File: src/rtl/comp_divider.sv
// comp_divider: 32-bit unsigned restoring shift-subtract divider with a Run/Ready handshake.
module comp_divider #(
  parameter int WIDTH = 32
) (
  input  logic             clk,
  input  logic             Reset,
  input  logic             Run,
  input  logic [WIDTH-1:0] Dividend,
  input  logic [WIDTH-1:0] Divisor,
  output logic [WIDTH-1:0] Quotient,
  output logic [WIDTH-1:0] Remainder,
  output logic             Ready
);
  localparam int CW = $clog2(WIDTH + 1);
  typedef enum logic [1:0] {IDLE, BUSY, DONE} state_t;
  state_t state, state_n;
  logic [WIDTH:0]   rem;
  logic [WIDTH-1:0] dq;
  logic [WIDTH-1:0] dvs;
  logic [CW-1:0]    cnt;
  logic [WIDTH:0]   sh;
  logic [WIDTH:0]   trial;
  logic             last;
  // rem stays below the divisor, so its top bit is always clear before the shift
  always_comb begin
    sh      = {rem[WIDTH-1:0], dq[WIDTH-1]};
    trial   = sh - {1'b0, dvs};
    last    = cnt == CW'(WIDTH);
    state_n = state;
    case (state)
      IDLE:    state_n = Run ? BUSY : IDLE;
      BUSY:    state_n = last ? DONE : BUSY;
      DONE:    state_n = Run ? DONE : IDLE;
      default: state_n = IDLE;
    endcase
  end
  always_ff @(posedge clk or negedge Reset)
    if (!Reset) state <= IDLE;
    else        state <= state_n;
  // dq carries the dividend in and shifts the quotient bits in behind it
  always_ff @(posedge clk or negedge Reset)
    if (!Reset) begin
      rem       <= '0;
      dq        <= '0;
      dvs       <= '0;
      cnt       <= '0;
      Quotient  <= '0;
      Remainder <= '0;
      Ready     <= 1'b0;
    end else if (state == IDLE) begin
      Ready <= 1'b0;
      if (Run) begin
        rem <= '0;
        dq  <= Dividend;
        dvs <= Divisor;
        cnt <= '0;
      end
    end else if (state == BUSY) begin
      if (last) begin
        Quotient  <= dq;
        Remainder <= rem[WIDTH-1:0];
        Ready     <= 1'b1;
      end else begin
        rem <= trial[WIDTH] ? sh : trial;
        dq  <= {dq[WIDTH-2:0], ~trial[WIDTH]};
        cnt <= cnt + 1'b1;
      end
    end else begin
      Ready <= Run;
    end
endmodule

File: config.mk
export PLATFORM = sky130hd
export DESIGN_NAME = comp_divider
export DESIGN_NICKNAME = d
export VERILOG_FILES = /design/src/rtl/comp_divider.sv
export SDC_FILE = /design/constraint.sdc
export NUM_CORES = 1
export LEC_CHECK = 0
export CAP_MARGIN = 30
export CORE_AREA = 2 2 150 152
export CTS_BUF_LIST = sky130_fd_sc_hd__clkbuf_8
export CTS_CLUSTER_DIAMETER = 120
export DETAILED_ROUTE_END_ITERATION = 8
export DIE_AREA = 0 0 152 154
export PLACE_DENSITY_LB_ADDON = 0.2
export SLEW_MARGIN = 25
export SYNTH_ARGS = -nofsm -noshare
export SYNTH_HDL_FRONTEND = slang
export SYNTH_SLANG_ARGS = --single-unit
File: constraint.sdc
create_clock -name clk -period 6.8 [get_ports clk]
set_input_delay 1.02 -clock clk [delete_from_list [all_inputs] [get_ports clk]]
set_output_delay 1.02 -clock clk [all_outputs]
set_load 0.02 [all_outputs]
Yosys cells after proc, flatten, opt, wreduce, memory -nomap -nowiden
Cells that the tools add are included.
Operators by class
  bitwise logic cells: 2
  $add $sub $neg: 2
  equality and inequality tests: 6
  reductions and logical operators: 5
  multiplexer cells: 20
Operator list (count)
  32-bit 2-to-1 mux: 9
  33-bit by 32-bit subtractor with 33-bit output: 1
  6-bit 2-to-1 mux: 4
  6-bit by 1-bit adder with 6-bit output (second input constant): 1
  6-bit == test (second input constant): 1
  2-bit one-hot mux with 3 select lines: 1
  3-bit AND reduction: 2
  1-bit 2-to-1 mux: 4
  2-bit 2-to-1 mux: 2
  3-bit != test (second input constant): 1
  2-bit by 1-bit == test with 1-bit output (second input constant): 1
  2-bit == test (second input constant): 1
  2-bit logical NOT: 1
  2-bit by 1-bit != test with 1-bit output (second input constant): 1
  2-bit != test (second input constant): 1
  1-bit NOT: 2
  2-bit AND reduction: 1
  2-bit nonzero test: 1
Word-level totals
  bits of input ports: 67
  logic and storage cells: 43
  bits in registers: 169
  output and inout port bits: 65

Logic depth before layout (Yosys ltp)
  word-level depth: 5
  depth in mapped cells: 15
  depth with buffers taken out: 13

Least setup slack after synthesis
Ideal clock, no wire load.
  path kind: register to register
  start: register dq[31]
  end: register rem[11]
  data required time: 6.669 ns
  stages on the path, launching flop included: 14
  slack: 3.677 ns
  arrival: 2.992 ns
  cell sequence: dfrtp_1 -> inv_1 -> ha_1 -> inv_1 -> fa_1 -> a21o_1 -> a221o_1 -> a31oi_4 -> o21bai_2 -> o211a_1 -> a311oi_4 -> buf_8 -> mux2i_1 -> o21ai_1
Between the ends
  word-level cells in the longest chain between the ends: 5
RTL lines
  start: declaration: RTL line 18  | logic [WIDTH-1:0] dq;
  start signal: assignment: RTL line 54  | dq <= Dividend;
  start signal: assignment: RTL line 65  | dq <= {dq[WIDTH-2:0], ~trial[WIDTH]};
  33-bit by 32-bit subtractor with 33-bit output: RTL line 27  | trial = sh - {1'b0, dvs};
  32-bit 2-to-1 mux: RTL line 64  | rem <= trial[WIDTH] ? sh : trial;
  32-bit 2-to-1 mux: RTL line 59  | if (last) begin
  32-bit 2-to-1 mux: RTL line 58  | end else if (state == BUSY) begin
  32-bit 2-to-1 mux: RTL line 50  | end else if (state == IDLE) begin
  end signal: assignment: RTL line 64
  end: declaration: RTL line 17  | logic [WIDTH:0] rem;
Every way passes these cells. The select of a mux whose other input is x is not followed.
A chain may end at the register's enable or synchronous reset.

Worst setup path after layout
  start: register dq[31]
  end: register rem[0]
Between the ends
  word-level cells in the longest chain between the ends: 5
RTL lines (RTL line)
  33-bit by 32-bit subtractor with 33-bit output: 27
  32-bit 2-to-1 mux *: 64
  32-bit 2-to-1 mux *: 59
  32-bit 2-to-1 mux *: 58
  32-bit 2-to-1 mux *: 50
Every way passes the cells marked *; elsewhere a longest branch is shown, timed or not. The select of a mux whose other input is x is not followed.

==> summary.txt <==
Synthesis
  – Cells after Synth: 840
  – Synthesized Nets: 942
  – Register area share after synthesis: 48.9%
  – Mapped Area: 8640 sq um
  – Synth area leaders: dfrtp_1, mux2_2, mux2i_1, o21ai_0, ha_1
  – Yosys cell types: 57
  – Xor/xnor share of the synthesized area: 2.94%
  – Synth top area share: 48.9%
  – Number of synthesized register bits: 169
  – Post-synth top area cell: dfrtp_1
  – YS warnings: 0
  – Synth Area in Simple Gates: 10.2%
  – Syn_area_per_cell: 10.3 sq um
  – Mux cell area share after synthesis: 14.0%
  – Synth Area in Compound Gates: 14.7%
  – Fraction of registers with async set/reset: 100%
  – Post-synth EDFFs: 0
  – Largest family of logic cells by synthesized area: compound AO/OA/AOI/OAI gates
  – Ys flop type: dfrtp_1
  – Area share of fa/ha/maj cells after synthesis: 5.15%

Power
  – Peak supply drop: 0.306 mV
  – PwrDens: 538 nW/um^2
  – Leak: 4.75 nW

Setup path
  – R2R cell count: 13
  – Crit. End Element: register
  – Critical Path Start Type: register
  – Most used cell, CP: inv_1
  – CP Cell Sequence: inv_1 > ha_1 > inv_1 > fa_1 > a21o_1 > a221o_1 > a31oi_4 > o21bai_2 > o21ai_2 > a311o_1 > buf_8 > mux2_2 > o21ai_1
  – Reg2reg end: rem[0]
  – Worst Path Arrival: 3820 ps
  – CP bufs+invs: 3
  – Worst R2R Start: dq[31]
  – CP Max Fanout: 13
  – Crit-path leading delay family: compound AO/OA/AOI/OAI gates
  – WS Path Type: register to register
  – Required time worst endpoint: 7180 ps
  – R2R setup slack: 3360 ps
  – Crit-path slowest cell: a311o_1
  – Max incr delay on CP: 470 ps

Timing
  – Highest Clock Rate: 0.291 GHz
  – Slew margin rel.: 37.6%
  – Worst Skew: 15.0 ps
  – Max-slew violation count: 0
  – Slew @ Worst Pin: 934 ps
  – RSZ-0062 raised after global routing: false
  – Setup_tns: 0 ps
  – Final Setup Violations: 0
  – Final Hold Viols: 0
  – Hold_ws: 488 ps
  – Period utilization: 50.5%
  – Tmin final: 3440 ps

Run
  – Max_cap viols: 0

Clock network
  – H-tree depth: 4
  – Number of buffers created by CTS: 17
  – Clock slew at reported path FFs: 80 ps
  – Hold-fix buffers, CTS: 0
  – Setup Fix Bufs, Post-CTS: 0
  – Clk_lat worst skew: 460 ps
  – CTS tree: done
  – CTS max path bufs: 2
  – Clock Sinks: 169
  – Cts repair resizes: 0
  – Root Buffer: clkbuf_8

Placed design
  – PortBufs: 131
  – Dpl cell area: 10200 sq um
  – DP Wirelength: 13300 um
  – Gpl congestion: 0.829

Finish
  – Area delta synth->final: 23.6%
  – Antenna Cells: 0
  – Final #Nets: 1060
  – Post-route cell area: 10700 sq um
  – Share of cells above drive strength 1: 12.4%

Hold path
  – Hold Crit Class: register to register
  – Hold Crit Depth: 2
  – WHS Endpoint: dvs[0]
  – Worst hold start: dvs[0]

Global routing
  – Overall Global Routing Usage: 17.4%
  – Initial antenna violation count: 1
  – Wire length of the first global-routing pass: 33300 um
  – Vias in the first global route: 6489
  – Largest net degree at the start of global routing: 101
  – Global route overflow: 0

Floorplanning
  – Die Wd: 152 um
  – Core area: 21700 sq um
  – Starting density of the core: 39.9%
  – Die extent in y: 154 um
  – Die ar.: 23400 sq um
  – Row count: 54
  – Ports: 132

Drt
  – Routed WL per cell: 15.8 um
  – First drt pass iteration count: 4
  – Vias: 6369
  – DRC violations left: 0
  – 1st-iter DRT viols: 271
  – Antenna-violating nets left: 0
  – Routed wire length: 19800 um
  – DR vias/cell: 5.10

Run status
  – Status: complete, no violations
==> stage by stage <==
stage | utilization, % | power, mW | setup slack [ps] | std cells
after CTS | 49.1 | 5.77 | 3050 | 1248
after global placement | 47.0 | 4.92 | 3130 | 1216
final | 49.3 | 5.75 | 3360 | 1250
after detailed placement | 47.1 | 4.96 | 3070 | 1217
after floorplan | - | 4.19 | 3680 | 840
after global routing | 49.3 | 6.29 | 3140 | 1250
==> layer usage <==
metal / part of all wire (%) / routed length, um / GRT usage (%)
met1: 48 / 9470 / 23.7
met2: 45 / 8940 / 27.1
met3: 6.0 / 1190 / 5.92
met4: 0.88 / 174 / 3.47
met5: 0 / 0 / 0
==> registers in the layout, indices dropped and copies added (netlist names) <==
register and flops:
Quotient 32, Ready 1, Remainder 32, cnt 6, dq 32, dvs 32, rem 32, state 2
==> tightest hold or removal path, stage by stage (launching register included) <==
cell and delay, ps:
dfrtp_1 350, nand2_1 50, nand2_1 60
==> Yosys cell counts, types with 6 or more instances <==
cell,number
a21o_1,13
dfrtp_1,169
clkbuf_1,36
nand3_1,27
o21ai_0,91
xnor2_1,17
nand2_1,108
mux2_2,64
o21ai_1,20
nand4_1,6
xor2_1,12
mux2i_1,49
nor2_1,29
inv_1,45
a21oi_1,34
ha_1,34
==> final cells by class <==
cell class,instances,area [sq um]
clock buffer,17,234
clock inverter,14,191
fill,2014,11000
inverter,45,169
multi-input combinational,584,4090
sequential,169,4230
tap,280,350
timing repair buffer,141,1420
==> kinds of logic (layout without fill, tap and decap cells) <==
| family | Yosys count | count (layout) |
|---|---|---|
| AND/OR/NAND/NOR | 200 | 200 |
| adder cells (fa/ha/maj) | 35 | 35 |
| flip-flops | 169 | 169 |
| XOR/XNOR | 29 | 29 |
| buffers and inverters | 87 | 217 |
| multiplexers | 113 | 113 |
| AO/OA/AOI/OAI | 207 | 207 |
==> placed cells by master, fill, tap and decap left out, drive strengths merged, types with 3 or more instances in the layout <==
cell             n
nand3           27
bufinv           3
dfrtp          169
o21ai          113
xnor2           17
nand2          108
clkinv           3
nor2            29
o2111ai          3
inv             50
clkinvlp         3
a21o            13
buf             10
a31oi            6
mux2i           49
nand4            6
a32oi            5
xor2            12
clkbuf          18
nand3b           4
and2             5
nor3             3
nor2b            3
o21bai           4
o211ai           3
and3             5
clkdlybuf4s50  130
nand2b           3
mux2            64
ha              34
a21oi           34
o21a             5
or3              4
==> power by group <==
part           leakage (nW)  switching, mW  internal [mW]  total (mW)
Combinational          2.37           1.87           1.45        3.32
Sequential             2.18          0.253           1.40        1.65
Clock                 0.206          0.406          0.372       0.779
==> worst max path at each step <==
stage | cells past startpoint | start | endpoint
floorplan | 13 | dq[31] | rem[11]
global placement | 13 | dq[31] | rem[15]
detailed placement | 13 | dq[31] | rem[15]
CTS | 13 | dq[31] | rem[15]
global route | 13 | dq[31] | rem[31]
finish | 13 | dq[31] | rem[0]
No activity file was read; power rests on OpenSTA's default activity.
